==> config.mk <==
export PLATFORM = sky130hd
export DESIGN_NAME = imem_fetch_arbiter
export DESIGN_NICKNAME = d
export VERILOG_FILES = /design/src/rtl/imem_arb_pkg.sv /design/src/rtl/imem_arb_starve_ctr.sv /design/src/rtl/imem_fetch_arbiter.sv
export SDC_FILE = /design/constraint.sdc
export NUM_CORES = 1
export LEC_CHECK = 0
export ABC_CLOCK_PERIOD_IN_PS = 2410
export CORE_UTILIZATION = 45
export CTS_CLUSTER_SIZE = 25
export DETAILED_ROUTE_END_ITERATION = 12
export DONT_BUFFER_PORTS = 1
export PLACE_DENSITY = 0.69
export SKIP_CTS_REPAIR_TIMING = 1
export SKIP_LAST_GASP = 1
export SLEW_MARGIN = 5
export SYNTH_ARGS = -nofsm -noshare
export SYNTH_HDL_FRONTEND = slang
export SYNTH_SLANG_ARGS = --single-unit
==> constraint.sdc <==
create_clock -name clk -period 2.41 [get_ports clk]
set_input_delay 0.723 -clock clk [delete_from_list [all_inputs] [get_ports clk]]
set_output_delay 0.723 -clock clk [all_outputs]
set_load 0.03 [all_outputs]
==> src/rtl/imem_arb_pkg.sv <==
// Shared types for the instruction-memory fetch/debug arbiter.
package imem_arb_pkg;

    localparam int unsigned STARVE_W = 4;

    typedef enum logic [1:0] {
        IDLE = 2'd0,
        RD   = 2'd1,
        RSP  = 2'd2
    } arb_state_t;

    typedef enum logic {
        OWN_F = 1'b0,
        OWN_D = 1'b1
    } arb_owner_t;

endpackage

==> src/rtl/imem_arb_starve_ctr.sv <==
// Saturating count of arbitrations the debug port lost while requesting.
module imem_arb_starve_ctr
    import imem_arb_pkg::*;
#(
    parameter int unsigned LIMIT = 4
) (
    input  logic clk,
    input  logic reset_n,
    input  logic inc,
    input  logic clr,
    output logic at_limit
);

    localparam logic [STARVE_W-1:0] LIMIT_V = STARVE_W'(LIMIT);

    logic [STARVE_W-1:0] cnt_q;
    logic [STARVE_W-1:0] cnt_d;

    always_comb begin
        cnt_d = cnt_q;
        if (clr) begin
            cnt_d = '0;
        end else if (inc && (cnt_q != LIMIT_V)) begin
            cnt_d = cnt_q + STARVE_W'(1);
        end
    end

    // at_limit is registered from the next count so it is valid in the cycle after saturation
    always_ff @(posedge clk or negedge reset_n) begin
        if (!reset_n) begin
            cnt_q    <= '0;
            at_limit <= 1'b0;
        end else begin
            cnt_q    <= cnt_d;
            at_limit <= (cnt_d == LIMIT_V);
        end
    end

endmodule

==> src/rtl/imem_fetch_arbiter.sv <==
// Shares the synchronous instruction-memory read port between fetch (F) and debug (D).
module imem_fetch_arbiter
    import imem_arb_pkg::*;
#(
    parameter int unsigned INS_ADDRESS  = 9,
    parameter int unsigned INS_W        = 32,
    parameter int unsigned STARVE_LIMIT = 4
) (
    input  logic                   clk,
    input  logic                   reset_n,
    input  logic                   f_req_valid,
    input  logic [INS_ADDRESS-1:0] f_req_addr,
    output logic                   f_req_ready,
    input  logic                   f_flush,
    output logic                   f_rsp_valid,
    output logic [INS_W-1:0]       f_rsp_data,
    output logic                   f_rsp_err,
    input  logic                   f_rsp_ready,
    input  logic                   d_req_valid,
    input  logic [INS_ADDRESS-1:0] d_req_addr,
    output logic                   d_req_ready,
    output logic                   d_rsp_valid,
    output logic [INS_W-1:0]       d_rsp_data,
    output logic                   d_rsp_err,
    input  logic                   d_rsp_ready,
    output logic [INS_ADDRESS-1:0] mem_addr,
    input  logic [INS_W-1:0]       mem_rdata
);

    arb_state_t             state_q, state_d;
    arb_owner_t             owner_q;
    logic [INS_ADDRESS-1:0] mem_addr_q;
    logic [INS_W-1:0]       rsp_data_q;
    logic                   rsp_err_q;
    logic                   f_rsp_valid_q;
    logic                   d_rsp_valid_q;

    logic own_hs;
    logic flush_own;
    logic grant_ok;
    logic d_wins;
    logic f_grant;
    logic d_grant;
    logic starve_at_limit;

    imem_arb_starve_ctr #(
        .LIMIT (STARVE_LIMIT)
    ) u_starve (
        .clk      (clk),
        .reset_n  (reset_n),
        .inc      (d_req_valid && f_grant),
        .clr      (d_grant),
        .at_limit (starve_at_limit)
    );

    // Grant decision, next state and memory address mux
    always_comb begin
        state_d   = state_q;
        own_hs    = (owner_q == OWN_F) ? (f_rsp_valid_q && f_rsp_ready)
                                       : (d_rsp_valid_q && d_rsp_ready);
        flush_own = f_flush && (owner_q == OWN_F);
        grant_ok  = (state_q == IDLE) || ((state_q == RSP) && own_hs);
        d_wins    = d_req_valid && (!f_req_valid || starve_at_limit);
        f_grant   = grant_ok && f_req_valid && !d_wins;
        d_grant   = grant_ok && d_wins;
        mem_addr  = mem_addr_q;
        if (d_grant) begin
            mem_addr = d_req_addr;
        end else if (f_grant) begin
            mem_addr = f_req_addr;
        end

        case (state_q)
            IDLE: begin
                if (f_grant || d_grant) state_d = RD;
            end
            RD: begin
                state_d = flush_own ? IDLE : RSP;
            end
            RSP: begin
                if (f_grant || d_grant) begin
                    state_d = RD;
                end else if (own_hs || flush_own) begin
                    state_d = IDLE;
                end
            end
            default: state_d = IDLE;
        endcase
    end

    always_ff @(posedge clk or negedge reset_n) begin
        if (!reset_n) begin
            state_q       <= IDLE;
            owner_q       <= OWN_F;
            mem_addr_q    <= '0;
            rsp_data_q    <= '0;
            rsp_err_q     <= 1'b0;
            f_rsp_valid_q <= 1'b0;
            d_rsp_valid_q <= 1'b0;
        end else begin
            state_q    <= state_d;
            mem_addr_q <= mem_addr;
            if (f_grant || d_grant) begin
                owner_q   <= d_grant ? OWN_D : OWN_F;
                rsp_err_q <= |mem_addr[1:0];
            end
            if ((state_q == RD) && !flush_own) begin
                rsp_data_q <= mem_rdata;
            end
            // A flushed fetch read never raises valid; a flushed held response drops
            if ((state_q == RD) && !flush_own && (owner_q == OWN_F)) begin
                f_rsp_valid_q <= 1'b1;
            end else if (f_rsp_valid_q && (f_rsp_ready || f_flush)) begin
                f_rsp_valid_q <= 1'b0;
            end
            if ((state_q == RD) && (owner_q == OWN_D)) begin
                d_rsp_valid_q <= 1'b1;
            end else if (d_rsp_valid_q && d_rsp_ready) begin
                d_rsp_valid_q <= 1'b0;
            end
        end
    end

    assign f_req_ready = f_grant;
    assign d_req_ready = d_grant;
    assign f_rsp_valid = f_rsp_valid_q;
    assign d_rsp_valid = d_rsp_valid_q;
    assign f_rsp_data  = rsp_data_q;
    assign d_rsp_data  = rsp_data_q;
    assign f_rsp_err   = rsp_err_q;
    assign d_rsp_err   = rsp_err_q;

endmodule

# Word-level counts from Yosys, hierarchy flattened
# Cells that the tools add are included.
[totals]
register_bits = 52
in_bits = 57
output_inout_bits = 79
elab_cells = 59
[op_classes]
n_addsub = 1
n_eq_ne = 6
mux = 15
bitwise = 1
n_reduce_logical = 27
[ops]
columns = ["op", "n"]
rows = [
  ["9-bit 2-to-1 mux", 2],
  ["1-bit logical AND", 14],
  ["2-bit 2-to-1 mux", 4],
  ["4-bit 2-to-1 mux", 2],
  ["1-bit 2-to-1 mux", 6],
  ["2-bit one-hot mux with 3 select lines", 1],
  ["1-bit logical OR", 5],
  ["4-bit by 1-bit adder with 4-bit output (second input constant)", 1],
  ["4-bit by 3-bit equality test with 1-bit output (second input constant)", 1],
  ["4-bit by 3-bit inequality test with 1-bit output (second input constant)", 1],
  ["2-bit nonzero test", 2],
  ["1-bit logical NOT", 3],
  ["3-bit by 1-bit inequality test with 1-bit output (second input constant)", 1],
  ["2-bit by 1-bit equality test with 1-bit output (second input constant)", 1],
  ["2-bit equality test (second input constant)", 1],
  ["2-bit logical NOT", 1],
  ["2-bit by 1-bit inequality test with 1-bit output (second input constant)", 1],
  ["2-bit AND reduction", 1],
  ["2-bit OR reduction", 1],
  ["1-bit inverter", 1],
]

# Depth between registers and ports, before layout
[depth]
word_depth = 11
mapped_depth = 7
ltp_nobuf = 7

# By module
# From an unflattened synthesis, not the netlist that was laid out.
[hier_totals]
cells_unflattened = 209
hier_area_um2 = 2661.3
[by_module_without_submodules]
columns = ["module", "instances", "cells_per_inst", "area_per_inst_um2", "seq_area_each_um2"]
rows = [
  ["imem_fetch_arbiter", 1, 179, 2377.3, 1176.1],
  ["imem_arb_starve_ctr", 1, 30, 284.0, 125.1],
]

# Worst setup path before layout
# Ideal clock, no wire load.
[synth_timing]
path_type = "in2out"
startpoint = "input port d_rsp_ready"
endpoint = "output port mem_addr[2]"
arrival_ns = 1.947
required_time_ns = 1.687
path_slack_ns = -0.260
path_stages = 7
path_buffers = 2
path_cell_list = "nand3_1 -> a31oi_4 -> and3_1 -> buf_2 -> buf_6 -> a22o_1 -> a21o_1"
[synth_between]
elab_chain_len = 8
elab_cells_between_ends = 9
classes_between = "mux: 3; reduce/logical: 6"
[synth_lines]
columns = ["item", "line", "text"]
rows = [
  ["from (decl)", "imem_fetch_arbiter.sv:25", "input logic d_rsp_ready,"],
  ["1-bit logical AND", "imem_fetch_arbiter.sv:60", ": (d_rsp_valid_q && d_rsp_ready);"],
  ["1-bit 2-to-1 mux", "imem_fetch_arbiter.sv:59", "own_hs = (owner_q == OWN_F) ? (f_rsp_valid_q && f_rsp_ready)"],
  ["1-bit logical AND", "imem_fetch_arbiter.sv:62", "grant_ok = (state_q == IDLE) || ((state_q == RSP) && own_hs);"],
  ["1-bit logical OR", "imem_fetch_arbiter.sv:62", ""],
  ["1-bit logical AND (2 in series)", "imem_fetch_arbiter.sv:64", "f_grant = grant_ok && f_req_valid && !d_wins;"],
  ["via f_req_ready", "imem_fetch_arbiter.sv:13", "output logic f_req_ready,"],
  ["9-bit 2-to-1 mux", "imem_fetch_arbiter.sv:69", "end else if (f_grant) begin"],
  ["9-bit 2-to-1 mux", "imem_fetch_arbiter.sv:67", "if (d_grant) begin"],
  ["to (decl)", "imem_fetch_arbiter.sv:26", "output logic [INS_ADDRESS-1:0] mem_addr,"],
]
# The timed path passes the listed nets, and every way through them passes these cells.

# Worst setup path after layout
[layout_timing]
startpoint = "register owner_q"
endpoint = "output port mem_addr[2]"
[layout_between]
elab_chain_len = 7
elab_cells_between_ends = 8
classes_between = "mux: 3; reduce/logical: 5"
[layout_lines]
columns = ["item", "line", "text"]
rows = [
  ["from (decl)", "imem_fetch_arbiter.sv:31", "arb_owner_t owner_q;"],
  ["from (signal assigned)", "imem_fetch_arbiter.sv:104", "owner_q <= d_grant ? OWN_D : OWN_F;"],
  ["1-bit 2-to-1 mux (*)", "imem_fetch_arbiter.sv:59", ""],
  ["1-bit logical AND (*)", "imem_fetch_arbiter.sv:62", ""],
  ["1-bit logical OR (*)", "imem_fetch_arbiter.sv:62", ""],
  ["1-bit logical AND (2 in series)", "imem_fetch_arbiter.sv:64", ""],
  ["9-bit 2-to-1 mux", "imem_fetch_arbiter.sv:69", ""],
  ["9-bit 2-to-1 mux (*)", "imem_fetch_arbiter.sv:67", ""],
]
# Every way passes the cells marked *; elsewhere a longest branch is shown, timed or not.

==> impl_metrics.json <==
{
  "status": "complete, but fails checks",
  "violations": "setup timing",
  "syn_nets": 254,
  "root_buffer": "clkbuf_8",
  "ff2ff_setup_slack_ps": 460,
  "worst_pin_slew_ps": 606,
  "initial_core_util_pct": 47.4,
  "core_um2": 5200,
  "maxSlewViolCount": 0,
  "clock_skew_ps": 4.69,
  "maxSlewHeadroom_pct": 59.6,
  "hold_viol_final": 0,
  "critPathKind": "flop to output pin",
  "place.port_buffers": 0,
  "cp_max_fo": 5,
  "crit_start": "owner_q$_DFFE_PN0P_",
  "vias": 1406,
  "drive_gt1_share_pct": 39.8,
  "ys_async_sr_fraction_pct": 100,
  "syn_area_um2": 2470,
  "routed_wl_mm": 4.65,
  "die_y_um": 76.0,
  "dp.final_hpwl_mm": 3.52,
  "place.gp.congestion": 0.705,
  "syn_avg_cell_area_um2": 12.7,
  "die_x_um": 76.0,
  "tritoncts.num_buffers": 5,
  "drt-pass1-iter-count": 4,
  "cts_tree": "done",
  "setup_viol": 10,
  "min_path_type": "input port to async pin",
  "crit_required_ps": 1690,
  "overflow": 0,
  "path_delay_family": "compound AO/OA/AOI/OAI gates",
  "wl_per_cell_um": 18.5,
  "post-route-min-period_ps": 2640,
  "finalWorstSetupSlack_ps": -231,
  "crit_arrival_ps": 1920,
  "drv_cap": 0,
  "slowest_delay_ps": 450,
  "synth-main-ff-cell": "dfrtp_1",
  "drc": 0,
  "htree_levels": 2,
  "dpl_worst_slack_ps": -142,
  "endpoint_kind": "output pin",
  "nets": 239,
  "syn_to_final_growth_pct": 6.24,
  "postRouteAntennaNets": 0,
  "min_period_over_period_pct": 110,
  "rsz0062_at_grt": "true",
  "crit_chain": "nand3b_4 -> a31oi_4 -> buf_6 -> and3_4 -> buf_12 -> a22o_1 -> a21o_4",
  "rows": 26,
  "r2r_start": "owner_q$_DFFE_PN0P_",
  "yosysWarnings": 0,
  "cts.clk_slew.worst_paths_ps": 90,
  "clockBufferDepth": 2,
  "synth_edf_count": 0,
  "utilization_pct": 50.4,
  "dieArea_um2": 5780,
  "drt-initial-drc-count": 62,
  "antenna_found_initial": 0,
  "ys_seq_area_share_pct": 52.7,
  "grt_pass1_vias": 1590,
  "fin_hold_ws_ps": 108,
  "avgViaCountPerCell": 5.60,
  "diodes": 0,
  "grt_pass1_wl_mm": 7.80,
  "grt_use_total_pct": 17.3,
  "ios": 136,
  "synth_cells": 195,
  "synth_cell_types": 39,
  "grt_max_degree": 53,
  "max_freq_mhz": 379,
  "crit_buf_inv": 2,
  "start_kind": "flop",
  "slowest_stage": "dfrtp_2",
  "cts.sinks": 52,
  "clkLatencyLatePin_ps": 290,
  "ys_seq_elements": 52
}
[flip-flops by register name, summed over array words and instances, names as in the netlist]
register / count
d_rsp_data: 32
d_rsp_err: 1
d_rsp_valid: 1
f_rsp_valid: 1
mem_addr_q: 9
owner_q: 1
state_q: 2
u_starve.at_limit: 1
u_starve.cnt_q: 4
[synthesized netlist by cell type (all sizes together), types with 2 or more instances]
master / number / area (um^2)
a21o: 10 / 75.1
nand2: 3 / 11.3
dfrtp: 52 / 1300
a31oi: 2 / 27.5
ha: 2 / 25.0
nand3b: 2 / 27.5
o21ai: 5 / 25.0
buf: 40 / 305
mux2: 33 / 372
inv: 9 / 33.8
nand2b: 3 / 18.8
nor2: 3 / 13.8
and3: 2 / 17.5
nand3: 3 / 15.0
a21oi: 2 / 10.0
a22o: 9 / 78.8
[cell families after synthesis]
| family | count (synthesis) | synth area share [%] |
|---|---|---|
| compound gates | 36 | 11.4 |
| fa+ha+maj | 2 | 1.01 |
| buf+inv | 50 | 13.9 |
| flops | 52 | 52.7 |
| mux | 33 | 15.1 |
| simple gates | 22 | 5.93 |
[metal layers]
layer  share of wire (%)  wire, um  up-vias  track usage (%)
met5                   0         0        -                0
met4                0.90        42        0             7.31
met3                 8.4       389        6             5.03
met2                  56      2600      105             32.2
met1                  35      1630      676             18.1
li1                    -         -      619                -
[area by class of cell]
class	count	area, um^2
clock buffers	7	86.3
clock inverters	1	7.51
fillers	450	2580
inverters	9	33.8
multi-input cells	93	925
flip-flops and latches	52	1300
well taps	70	87.6
repair buffers	19	179
[final timing paths]
path                                                to  cells after the start
min                            mem_addr_q[8]$_DFF_PN0_                      0
max reg2reg                u_starve.at_limit$_DFF_PN0_                      7
min reg2reg                u_starve.cnt_q[0]$_DFF_PN0_                      1
min in group clk               d_rsp_valid$_DFFE_PN0P_                      1
max                                        mem_addr[2]                      7
max in group asynchronous   d_rsp_data[24]$_DFFE_PN0P_                      0
[through the flow]
| step | setup TNS, ps | cells | instance area (um^2) |
|---|---|---|---|
| 2_1_floorplan | -688 | 195 | 2570 |
| 6_report | -2000 | 251 | 2620 |
| 3_3_place_gp | -990 | 241 | 2490 |
| 4_1_cts | -2980 | 249 | 2590 |
| 5_1_grt | -3070 | 251 | 2620 |
| 3_5_place_dp | -1100 | 241 | 2490 |
[placed cells by master (no fill, tap or decap), types with 2 or more instances in the layout]
master / n
buf_6: 3
o21ai_0: 5
buf_12: 2
nand3_1: 2
mux2_2: 29
nand2_1: 3
ha_1: 2
buf_4: 14
a22o_1: 9
clkbuf_8: 6
a21o_4: 9
nor2_1: 2
and3_4: 2
dfrtp_1: 51
inv_1: 9
nand2b_1: 3
mux2_1: 4
Power is left out: the tool's default activity adds up to more than one toggle a clock period on the data nets, which glitch-free logic cannot reach.
